`src/rtl/online_detector_if.sv`:
```
// online_detector_if
//   Groups the measurement-side signals of the HDMI clock presence detector.
//   hdmi_tog   : asynchronous toggle from the HDMI domain, one edge per transition
//   cable_5v   : asynchronous +5V cable detect level, 1 = powered
//   online     : registered clock-select, 1 = use HDMI clocks
//   meas_cnt   : edge count of the last completed window
//   meas_valid : one-cycle pulse when meas_cnt updates
//   state      : FSM state, 0 OFFLINE, 1 ACQUIRE, 2 ONLINE, 3 LOSING
// Handshake semantics: there is no back-pressure. meas_valid is a pure
// valid strobe with no ready; a consumer must capture meas_cnt in the cycle
// meas_valid is high, and meas_cnt holds its value until the next strobe.
interface online_detector_if;
   logic        hdmi_tog;
   logic        cable_5v;
   logic        online;
   logic [15:0] meas_cnt;
   logic        meas_valid;
   logic [1:0]  state;

   modport master (
      output hdmi_tog,
      output cable_5v,
      input  online,
      input  meas_cnt,
      input  meas_valid,
      input  state
   );

   modport slave (
      input  hdmi_tog,
      input  cable_5v,
      output online,
      output meas_cnt,
      output meas_valid,
      output state
   );
endinterface

```
`src/rtl/online_detector.sv`:
```
// online_detector
//   Measures the HDMI clock frequency by counting toggle edges over a fixed
//   window of local clk cycles, and decides with hysteresis whether the HDMI
//   clock is trustworthy enough to select downstream.
//   clk   : local free-running reference clock, the only clock
//   rst_n : asynchronous active-low reset
//   bus   : online_detector_if.slave (toggle/5V inputs, select and measurement outputs)
module online_detector #(
   parameter int          WINDOW   = 100000,
   parameter logic [15:0] MIN_CNT  = 16'd700,
   parameter logic [15:0] MAX_CNT  = 16'd1300,
   parameter int          LOCK_WIN = 4,
   parameter int          LOSS_WIN = 2
) (
   input logic               clk,
   input logic               rst_n,
   online_detector_if.slave  bus
);

   localparam int WIN_W = (WINDOW > 1) ? $clog2(WINDOW) : 1;

   typedef enum logic [1:0] {
      ST_OFFLINE = 2'd0,
      ST_ACQUIRE = 2'd1,
      ST_ONLINE  = 2'd2,
      ST_LOSING  = 2'd3
   } state_t;

   // Synchronizers: tog_sync_q[0] is flop 1, [2] is flop 3.
   logic [2:0]       tog_sync_q, tog_sync_d;
   logic [1:0]       v5_sync_q, v5_sync_d;
   logic [WIN_W-1:0] win_cnt_q, win_cnt_d;
   logic [15:0]      edge_cnt_q, edge_cnt_d;
   logic [15:0]      meas_cnt_q, meas_cnt_d;
   logic             meas_valid_q, meas_valid_d;
   state_t           state_q, state_d;
   logic [3:0]       run_q, run_d;
   logic             online_q, online_d;

   logic             tog_edge;
   logic             v5_s;
   logic             terminal;
   logic [15:0]      edge_sum;
   logic             good;

   always_comb begin
      tog_sync_d = {tog_sync_q[1:0], bus.hdmi_tog};
      v5_sync_d  = {v5_sync_q[0], bus.cable_5v};
      tog_edge   = tog_sync_q[1] ^ tog_sync_q[2];
      v5_s       = v5_sync_q[1];
      terminal   = (win_cnt_q == WIN_W'(WINDOW - 1));

      // Count including an edge flagged in this very cycle, saturating.
      edge_sum = edge_cnt_q;
      if (tog_edge && (edge_cnt_q != 16'hFFFF)) begin
         edge_sum = edge_cnt_q + 16'd1;
      end

      good = (edge_sum >= MIN_CNT) && (edge_sum <= MAX_CNT) && v5_s;

      win_cnt_d    = terminal ? '0 : win_cnt_q + WIN_W'(1);
      edge_cnt_d   = terminal ? 16'd0 : edge_sum;
      meas_cnt_d   = terminal ? edge_sum : meas_cnt_q;
      meas_valid_d = terminal;
   end

   always_ff @(posedge clk or negedge rst_n) begin
      if (!rst_n) begin
         tog_sync_q   <= '0;
         v5_sync_q    <= '0;
         win_cnt_q    <= '0;
         edge_cnt_q   <= '0;
         meas_cnt_q   <= '0;
         meas_valid_q <= 1'b0;
      end else begin
         tog_sync_q   <= tog_sync_d;
         v5_sync_q    <= v5_sync_d;
         win_cnt_q    <= win_cnt_d;
         edge_cnt_q   <= edge_cnt_d;
         meas_cnt_q   <= meas_cnt_d;
         meas_valid_q <= meas_valid_d;
      end
   end

   // Next-state logic. Loss of 5V overrides everything and acts immediately;
   // otherwise the FSM only moves on the terminal cycle of a window.
   always_comb begin
      state_d = state_q;
      run_d   = run_q;
      if (!v5_s) begin
         state_d = ST_OFFLINE;
         run_d   = 4'd0;
      end else if (terminal) begin
         case (state_q)
            ST_OFFLINE: begin
               if (good) begin
                  if (LOCK_WIN == 1) begin
                     state_d = ST_ONLINE;
                     run_d   = 4'd0;
                  end else begin
                     state_d = ST_ACQUIRE;
                     run_d   = 4'd1;
                  end
               end
            end
            ST_ACQUIRE: begin
               if (good) begin
                  if ((run_q + 4'd1) >= 4'(LOCK_WIN)) begin
                     state_d = ST_ONLINE;
                     run_d   = 4'd0;
                  end else begin
                     run_d = run_q + 4'd1;
                  end
               end else begin
                  state_d = ST_OFFLINE;
                  run_d   = 4'd0;
               end
            end
            ST_ONLINE: begin
               if (!good) begin
                  if (LOSS_WIN == 1) begin
                     state_d = ST_OFFLINE;
                     run_d   = 4'd0;
                  end else begin
                     state_d = ST_LOSING;
                     run_d   = 4'd1;
                  end
               end
            end
            default: begin // ST_LOSING
               if (!good) begin
                  if ((run_q + 4'd1) >= 4'(LOSS_WIN)) begin
                     state_d = ST_OFFLINE;
                     run_d   = 4'd0;
                  end else begin
                     run_d = run_q + 4'd1;
                  end
               end else begin
                  state_d = ST_ONLINE;
                  run_d   = 4'd0;
               end
            end
         endcase
      end
      // Decoded from the next state so online flips on the same edge as state.
      online_d = (state_d == ST_ONLINE) || (state_d == ST_LOSING);
   end

   always_ff @(posedge clk or negedge rst_n) begin
      if (!rst_n) begin
         state_q  <= ST_OFFLINE;
         run_q    <= 4'd0;
         online_q <= 1'b0;
      end else begin
         state_q  <= state_d;
         run_q    <= run_d;
         online_q <= online_d;
      end
   end

   assign bus.online     = online_q;
   assign bus.meas_cnt   = meas_cnt_q;
   assign bus.meas_valid = meas_valid_q;
   assign bus.state      = state_q;

endmodule

```
`src/flat_wrapper.sv`:
```
// flat-port wrapper written by rule: the top's interface ports become plain ports
module online_detector_flat 
#(
   parameter int          WINDOW   = 100000,
   parameter logic [15:0] MIN_CNT  = 16'd700,
   parameter logic [15:0] MAX_CNT  = 16'd1300,
   parameter int          LOCK_WIN = 4,
   parameter int          LOSS_WIN = 2
)
  (clk, rst_n, bus_hdmi_tog, bus_cable_5v, bus_online, bus_meas_cnt, bus_meas_valid, bus_state);
  online_detector_if bus_i ();
  input logic clk;
  input logic rst_n;
  input wire logic [$bits(bus_i.hdmi_tog)-1:0] bus_hdmi_tog;
  input wire logic [$bits(bus_i.cable_5v)-1:0] bus_cable_5v;
  output wire logic [$bits(bus_i.online)-1:0] bus_online;
  output wire logic [$bits(bus_i.meas_cnt)-1:0] bus_meas_cnt;
  output wire logic [$bits(bus_i.meas_valid)-1:0] bus_meas_valid;
  output wire logic [$bits(bus_i.state)-1:0] bus_state;
  assign bus_i.hdmi_tog = bus_hdmi_tog;
  assign bus_i.cable_5v = bus_cable_5v;
  assign bus_online = bus_i.online;
  assign bus_meas_cnt = bus_i.meas_cnt;
  assign bus_meas_valid = bus_i.meas_valid;
  assign bus_state = bus_i.state;
  online_detector #(.WINDOW(WINDOW), .MIN_CNT(MIN_CNT), .MAX_CNT(MAX_CNT), .LOCK_WIN(LOCK_WIN), .LOSS_WIN(LOSS_WIN)) u_core (.clk(clk), .rst_n(rst_n), .bus(bus_i));
endmodule
```
`config.mk`:
```
export PLATFORM = sky130hd
export DESIGN_NAME = online_detector_flat
export DESIGN_NICKNAME = d
export VERILOG_FILES = /design/src/rtl/online_detector_if.sv /design/src/rtl/online_detector.sv /design/src/flat_wrapper.sv
export SDC_FILE = /design/constraint.sdc
export NUM_CORES = 1
export LEC_CHECK = 0
export CAP_MARGIN = 15
export CORE_ASPECT_RATIO = 1.4
export CORE_MARGIN = 5
export CORE_UTILIZATION = 52
export CTS_BUF_LIST = sky130_fd_sc_hd__clkbuf_4 sky130_fd_sc_hd__clkbuf_8 sky130_fd_sc_hd__clkbuf_16
export DETAILED_ROUTE_END_ITERATION = 16
export PLACE_DENSITY = 0.84
export SYNTH_ARGS = -nofsm -noshare
export SYNTH_HDL_FRONTEND = slang
export SYNTH_SLANG_ARGS = --single-unit
```
`constraint.sdc`:
```
create_clock -name clk -period 3.05 [get_ports clk]
set_clock_uncertainty 0.1 [all_clocks]
set_input_delay 0.305 -clock clk [delete_from_list [all_inputs] [get_ports clk]]
set_output_delay 0.305 -clock clk [all_outputs]
set_load 0.01 [all_outputs]
```
### Word-level counts from Yosys, hierarchy flattened

Index checks and enable logic that the tools add are counted.

| storage, ports and cells | value |
|---|---|
| flip-flop bits (word level) | 62 |
| input bits | 4 |
| word-level logic and storage cells | 53 |
| output and inout bits | 20 |

| cells by class | value |
|---|---|
| reduce and logical (&&, ||, !) cells | 6 |
| muxes and demuxes | 21 |
| equal/unequal tests | 9 |
| bitwise gates (word level) | 1 |
| order comparisons | 4 |
| add/subtract/negate cells | 3 |

Operator list:

| operator | number |
|---|---|
| 16-bit two-way mux | 2 |
| 4-bit two-way mux | 8 |
| 17-bit by 1-bit adder with 17-bit output, second input constant | 1 |
| 17-bit equality test, second input constant | 1 |
| 17-bit two-way mux | 1 |
| 16-bit by 1-bit adder with 16-bit output, second input constant | 1 |
| 16-bit by 10-bit >= comparator with 1-bit output, second input constant | 1 |
| 16-bit by 11-bit <= comparator with 1-bit output, second input constant | 1 |
| 2-bit two-way mux | 8 |
| 16-bit != test, second input constant | 1 |
| 4-bit case mux with 3 select lines | 1 |
| 2-bit equality test, second input constant | 3 |
| 3-bit != test, second input constant | 2 |
| 2-bit case mux with 3 select lines | 1 |
| 4-bit by 1-bit adder with 4-bit output, second input constant | 1 |
| 4-bit by 2-bit >= comparator with 1-bit output, second input constant | 1 |
| 4-bit by 3-bit >= comparator with 1-bit output, second input constant | 1 |
| 1-bit logical AND | 3 |
| 3-bit AND reduction | 1 |
| 2-bit by 1-bit equality test with 1-bit output, second input constant | 1 |
| 2-bit logical NOT | 1 |
| 2-bit != test, second input constant | 1 |
| 1-bit logical OR | 1 |
| 1-bit bitwise XOR | 1 |

### Logic depth before layout (Yosys ltp)

Gate-level depths: netlist of the first run.

| logic depth | value |
|---|---|
| depth after elaboration | 12 |
| mapped depth | 11 |
| depth with buffers taken out | 10 |

### Least setup slack after synthesis of the first run

OpenSTA, ideal clock, no wires.

| path | value |
|---|---|
| path type | reg2reg |
| from | reg u_core.edge_cnt_q[0] |
| to | reg u_core.run_q[0] |
| arrival time | 3.098 ns |
| buffers on the path | 1 |
| data required time | 2.822 ns |
| setup time | 0.128 ns |
| stages on the path, launching flop included | 12 |
| path slack | -0.276 ns |
| period minus slack after synthesis | 3.326 ns |
| cell sequence | dfrtp_1 -> ha_1 -> clkbuf_1 -> and4_1 -> a41oi_1 -> nand4_1 -> xnor2_1 -> o211ai_1 -> a211o_1 -> or2_4 -> a221oi_4 -> mux2_1 |

| between the ends | value |
|---|---|
| longest elaborated chain between the ends | 10 |
| elaborated cells between the ends (all ways) | 16 |
| those cells by class | 1 x add/sub; 2 x order compare; 3 x eq/ne; 6 x mux; 4 x reduce/logical |

RTL lines:

| element | RTL line | RTL |
|---|---|---|
| start, declared | online_detector.sv:33 | `logic [15:0] edge_cnt_q, edge_cnt_d;` |
| start signal, assigned | online_detector.sv:79 | `edge_cnt_q <= edge_cnt_d;` |
| parallel branches: the longest is 2 deep, another holds 16-bit by 1-bit adder with 16-bit output | -- |  |
| 16-bit two-way mux * | online_detector.sv:55 | `if (tog_edge && (edge_cnt_q != 16'hFFFF)) begin` |
| 16-bit by 10-bit >= comparator with 1-bit output / 16-bit by 11-bit <= comparator with 1-bit output (equally long branches) | online_detector.sv:59 | `good = (edge_sum >= MIN_CNT) && (edge_sum <= MAX_CNT) && v5_s;` |
| 1-bit logical AND * (2 in a row) | online_detector.sv:59 |  |
| 4-bit two-way mux (on tied branches) | online_detector.sv:131, online_detector.sv:107 |  |
| 4-bit case mux with 3 select lines | online_detector.sv:94 | `case (state_q)` |
| 4-bit two-way mux | online_detector.sv:93 | `end else if (terminal) begin` |
| 4-bit two-way mux | online_detector.sv:90 | `if (!v5_s) begin` |
| end signal, assigned | online_detector.sv:156 | `run_q <= run_d;` |
| end, declared | online_detector.sv:37 | `logic [3:0] run_q, run_d;` |

Every way passes the cells marked *. The select of a mux whose other input is x is not followed.
A chain may end at the register's enable or synchronous reset.

### Worst setup path in the final report of the first run

| path | value |
|---|---|
| from | reg u_core.edge_cnt_q[1] |
| to | reg u_core.run_q[0] |

The elaborated chain is that of the path after synthesis.

==> impl_metrics.toml, run 1 <==
[global_route]
grt_pass1_wl_mm = 12.9
grt_usage_pct = 21.9
grt_max_degree = 50
first_global_vias = 2821
grt_overflow = 0
antenna_found_initial = 0

[cts]
clk_latency_ns = 0.34
clkTransAtPathRegs_ns = 0.08
cts_tree = "done"
cts_root_buf = "clkbuf_8"
h-tree-depth = 3
numCtsBuffers = 9
cts.path.max_buffers = 2
cts_sinks = 62

[logic_synthesis]
ys.warnings.count = 0
synth_nets = 332
syn_area_sq_um = 3110
ys_top_cells_by_area = "dfrtp_1, nor2_1, xnor2_1"
yosysMostFrequentCell = "dfrtp_1"
netlist_instances = 324
yosysSeqAreaShare_pct = 49.8
synthDominantCellAreaShare_pct = 49.8
synth_seq_cells = 62
yosysTopAreaCell = "dfrtp_1"
synth_cell_type_count = 48
synth_enable_flop_cells = 0
yosys_most_used_dff = "dfrtp_1"
syn_area_per_cell_sq_um = 9.61
ys_async_sr_fraction_pct = 100
yosys-top-cells-count = "dfrtp_1, nor2_1, nand2_1"

[sta]
max_freq_ghz = 0.315
max_slew_margin_pct = 68.6
setup_viol = 4
timing.setup.tns_ns = -0.260
finalCriticalPeriod_ns = 3.17
final-hold-violation-count = 0
fin_ws_ns = -0.124
rsz0062_at_grt = "true"
final-max-slew-violation-count = 0
period_share_pct = 104
tightestPinTransition_ns = 0.467

[placement]
gp_congestion = 0.923
dpl_cell_area_sq_um = 3790
numPortBuffers = 23
hpwl_mm = 5.37

[floorplanning]
die_y_um = 102
start_util_pct = 53.1
core_sq_um = 5860
rows = 33
dieArea_sq_um = 7660
chipWidth_um = 75.4
io_pins = 24

[critical_path]
worstPathCellList = "buf_4 > nand3_1 > or3_4 > or4_4 > a211oi_2 > o21ai_1 > a211o_1 > buf_4 > or4_1 > a31oi_1 > mux2_4"
crit_start = "u_core.edge_cnt_q[1]"
endpoint_kind = "register"
crit_type = "reg2reg"
cp.arrival_ns = 3.36
worst-path-buf-inv = 2
critical_path_required_ns = 3.23
r2r-start = "u_core.edge_cnt_q[1]"
slowest_delay_ns = 0.46
timing.critical_path.mode_cell = "buf_4"
cp_max_fo = 5
startpoint_type = "register"
slowest_stage = "or4_4"
path_delay_family = "simple AND/OR/NAND/NOR gates"

[routing]
drtPass1Iterations = 5
vias_per_cell = 5.85
wl_per_cell_um = 16.6
drtIter0Drc = 231
drc = 0
vias = 2821
drt_wl_total_mm = 8.02
drtAntennaViolNets = 0

[layout]
postLayoutCellArea_sq_um = 4150
insertedDiodeCount = 0
syn2layout_area_growth_pct = 33.2
fin_nets = 416
drive_gt1_share_pct = 25.0

[pwr]
cellPowerDensity_nw_per_um2 = 480
ir_worst_vdd_mv = 0.433
total_power_uw = 1990
leakagePower_uw = 0.00185

[run_status]
violations = "setup timing"
status = "finished, violations left"

[worst_hold_path]
hold_path_startpoint = "u_core.v5_sync_q[0]"
hp-class = "reg2reg"

[run]
max-cap-violations = 0
## sequential cells by signal, indices dropped and copies added (netlist names)
| name | flops |
|---|---|
| u_core.bus.meas_cnt | 16 |
| u_core.bus.meas_valid | 1 |
| u_core.bus.online | 1 |
| u_core.bus.state | 2 |
| u_core.edge_cnt_q | 16 |
| u_core.run_q | 4 |
| u_core.tog_sync_q | 3 |
| u_core.v5_sync_q | 2 |
| u_core.win_cnt_q | 17 |
## logic make-up (layout without fill, tap and decap cells)
group	Yosys count	after routing	share of synthesized area, %
adder cells (fa/ha/maj)	4	4	1.61
AO/OA/AOI/OAI	58	58	12.7
multiplexers	4	4	1.41
flip-flops	62	62	49.8
XOR/XNOR	29	29	8.16
AND/OR/NAND/NOR	145	146	23.6
buffers and inverters	22	109	2.69
## timing repair
item                                   in CTS  in global routing
resized for setup                           7                  7
pin swaps                                   9                  8
hold buffers                                0                  1
setup buffers                               5                  5
cloned                                      1                  0
setup endpoints to repair                   4                  7
endpoints found under the hold margin       0                  9
## worst paths after layout
kind	end	slack [ns]	depth (start not counted)
min in group asynchronous	u_core.win_cnt_q[16]	0.26	2
hold / removal	u_core.v5_sync_q[1]	0.25	0
hold reg to reg	u_core.v5_sync_q[1]	0.25	0
max in group asynchronous	u_core.bus.state[0]	1.87	4
setup / recovery	u_core.run_q[0]	-0.12	11
setup reg to reg	u_core.run_q[0]	-0.12	11
## cell usage in the layout, fill, tap and decap left out, types with 3 or more instances in the layout
| cell type | count |
|---|---|
| clkbuf_8 | 9 |
| and4_1 | 3 |
| nor2b_1 | 4 |
| nor4_1 | 3 |
| nor3_1 | 4 |
| dfrtp_1 | 62 |
| nand3_1 | 17 |
| or3_1 | 5 |
| ha_1 | 3 |
| nor4_4 | 3 |
| a21oi_1 | 5 |
| xnor2_1 | 15 |
| buf_4 | 59 |
| nor2_1 | 39 |
| inv_1 | 9 |
| nand2_1 | 35 |
| clkdlybuf4s50_1 | 22 |
| and3_1 | 4 |
| or4_1 | 3 |
| nand2b_1 | 3 |
| clkinvlp_4 | 4 |
| o21ai_0 | 24 |
| nand4_1 | 8 |
| xor2_1 | 12 |
## where the power goes
group / switching [uW] / internal (uW) / total (uW)
sequential: 36.1 / 866 / 902
clock: 320 / 286 / 606
combinational: 244 / 242 / 486
## layout make-up
type                            instances  area (sq um)
Clock buffer                            9           124
Clock inverter                          6          40.0
Fill cell                             385          1710
Inverter                                9          33.8
Multi-Input combinational cell        241          1600
Sequential cell                        62          1550
Tap cell                               70          87.6
Timing Repair Buffer                   85           709
## routing by layer
layer,vias up,global-route usage (%),part of all wire [%]
li1,1316,-,-
met1,1391,26.0,40
met2,91,37.5,54
met3,23,4.17,3.1
met4,0,10.1,2.9
met5,-,0,0
## per-stage QoR
step / util (%) / setup slack (ns) / cells / hold slack (ns)
6_report: 70.8 / -0.124 / 482 / 0.254
5_1_grt: 70.8 / -0.233 / 482 / 0.271
4_1_cts: 68.9 / -0.0805 / 475 / 0.0827
3_5_place_dp: 64.6 / -0.110 / 454 / 0.240
3_3_place_gp: 64.6 / -0.0330 / 454 / 0.235
2_1_floorplan: - / -0.163 / 324 / -0.0906
Power figures use the tool's default switching activity.
==> inputs of run 2 (changes only) <==
--- a/config.mk
+++ b/config.mk
@@ -5,11 +5,11 @@
 export SDC_FILE = /design/constraint.sdc
 export NUM_CORES = 1
 export LEC_CHECK = 0
-export CAP_MARGIN = 15
 export CORE_ASPECT_RATIO = 1.4
 export CORE_MARGIN = 5
 export CORE_UTILIZATION = 52
 export CTS_BUF_LIST = sky130_fd_sc_hd__clkbuf_4 sky130_fd_sc_hd__clkbuf_8 sky130_fd_sc_hd__clkbuf_16
+export CTS_CLUSTER_SIZE = 16
 export DETAILED_ROUTE_END_ITERATION = 16
 export PLACE_DENSITY = 0.84
 export SYNTH_ARGS = -nofsm -noshare
==> run 2 against run 1 <==
Effect of this change:
- the run still ends with setup timing left
- critical path depth unchanged
- routed wire length grew 1.0%
- combinational power is 2% higher
==> impl_metrics.toml, run 2 (synthesized netlist as in run 1, its figures left out) <==
[routing]
drtPass1Iterations = 5
drt_wl_total_mm = 8.10
vias = 2819
drtAntennaViolNets = 0
drc = 0
drtIter0Drc = 217
wl_per_cell_um = 16.8
vias_per_cell = 5.85

[critical_path]
r2r-start = "u_core.edge_cnt_q[0]"
r2r-end = "u_core.run_q[0]"
endpoint_kind = "register"
critical_path_required_ns = 3.23
cp.arrival_ns = 3.41
r2r_setup_slack_ns = -0.17
crit_type = "reg2reg"
cp_max_fo = 5
reg2regPathDepth = 11
startpoint_type = "register"

[sta]
rsz0062_at_grt = "true"
max_slew_margin_pct = 30.3
setup_viol = 4
final-hold-violation-count = 0
tightestPinTransition_ns = 1.04
final-max-slew-violation-count = 0
max_freq_ghz = 0.310
period_share_pct = 106
whs_ns = 0.0500
fin_ws_ns = -0.172
finalCriticalPeriod_ns = 3.22

[layout]
drive_gt1_share_pct = 26.5
final_cell_mix = "dfrtp_1, buf_4, nor2_1, nand2_1, o21ai_0"
syn2layout_area_growth_pct = 34.0
fin_nets = 416
layout_commonest_cell = "dfrtp_1"
insertedDiodeCount = 0
fin_cells = 482
largest_reg_flops = 17
regMostFlops = "u_core.win_cnt_q"

[pwr]
leakagePower_uw = 0.00185
comb_power_share_pct = 24.6
ir_worst_vdd_mv = 0.429
power.switching_uw = 605
intPower_uw = 1400
sw_frac_of_total_pct = 30.1
total_power_uw = 2010
clockPowerShare_pct = 30.3
cellPowerDensity_nw_per_um2 = 481
seqPwrFrac_pct = 45.2

[floorplanning]
io_pins = 24
die_y_um = 102
core_sq_um = 5860
dieArea_sq_um = 7660
start_util_pct = 53.1
chipWidth_um = 75.4
rows = 33

[placement]
placed_cells = 454
hpwl_mm = 5.37
numPortBuffers = 23
gp_congestion = 0.923

[run]
max-cap-violations = 0

[global_route]
antenna_found_initial = 0
grt_overflow = 0
first_global_vias = 2821
grt_max_degree = 50
grt_pass1_wl_mm = 12.9
grt_usage_pct = 21.9

[cts]
cts_tree = "done"
numCtsBuffers = 9
clkTransAtPathRegs_ns = 0.08
cts_root_buf = "clkbuf_8"
clk_latency_ns = 0.34
h-tree-depth = 3
cts.path.max_buffers = 2
cts_sinks = 62

[run_status]
violations = "setup timing"
status = "finished, violations left"

[worst_hold_path]
hp-class = "in2async"
-- run 2: repair_timing --
action / in CTS / in global routing
setup endpoints to repair: 4 / 7
gates cloned: 1 / 0
resized for setup: 7 / 15
buffers inserted: 5 / 7
hold endpoints to repair: 0 / 0
hold buffers: 0 / 0
pin swaps: 9 / 12
-- run 2: stage by stage --
step / utilization (%) / setup WS (ns) / instance area (sq um) / TNS, ns
2_1_floorplan: - / -0.163 / 3160 / -0.327
3_3_place_gp: 64.6 / -0.0330 / 3790 / -0.0651
3_5_place_dp: 64.6 / -0.110 / 3790 / -0.218
4_1_cts: 68.9 / -0.0805 / 4040 / -0.160
5_1_grt: 71.2 / -0.333 / 4170 / -1.12
6_report: 71.2 / -0.172 / 4170 / -0.391
-- run 2: worst max path at each step --
stage / start / endpoint / slack (ns) / cells past startpoint
2_1_floorplan: u_core.edge_cnt_q[0] / u_core.run_q[0] / -0.16 / 11
3_3_place_gp: u_core.edge_cnt_q[0] / u_core.run_q[1] / -0.03 / 9
3_5_place_dp: u_core.edge_cnt_q[0] / u_core.run_q[0] / -0.11 / 10
4_1_cts: u_core.edge_cnt_q[0] / u_core.run_q[1] / -0.08 / 11
5_1_grt: u_core.edge_cnt_q[0] / u_core.run_q[0] / -0.33 / 12
6_report: u_core.edge_cnt_q[0] / u_core.run_q[0] / -0.17 / 11
-- run 2: worst max-delay path: stages (launching register included) --
cell,delay [ns]
dfrtp_1,0.40
buf_6,0.12
nand3_2,0.07
or3_4,0.42
or4_4,0.46
a211oi_2,0.23
o21ai_1,0.11
a211o_1,0.28
buf_6,0.14
or4_1,0.47
a31oi_1,0.21
mux2_4,0.17
-- run 2: metal layers --
metal | global-route usage (%) | vias up | share of wire, %
li1 | - | 1309 | -
met4 | 10.1 | 0 | 2.8
met1 | 26.0 | 1393 | 39
met3 | 4.17 | 29 | 4.4
met2 | 37.5 | 88 | 54
met5 | 0 | - | 0
-- run 2: cell type report --
class                   instances  area (sq um)
multi-input cells             241          1640
well taps                      70          87.6
fillers                       369          1690
clock buffers                   9           124
repair buffers                 85           702
inverters                       9          33.8
clock inverters                 6          40.0
flip-flops and latches         62          1550
-- run 2: power groups by stage --
stage / clock network [uW] / logic [uW] / registers [uW]
finish: 608 / 494 / 908
global route: 659 / 544 / 913
CTS: 618 / 439 / 903
detailed placement: 0 / 420 / 919
global placement: 0 / 410 / 914
floorplan: 0 / 223 / 929
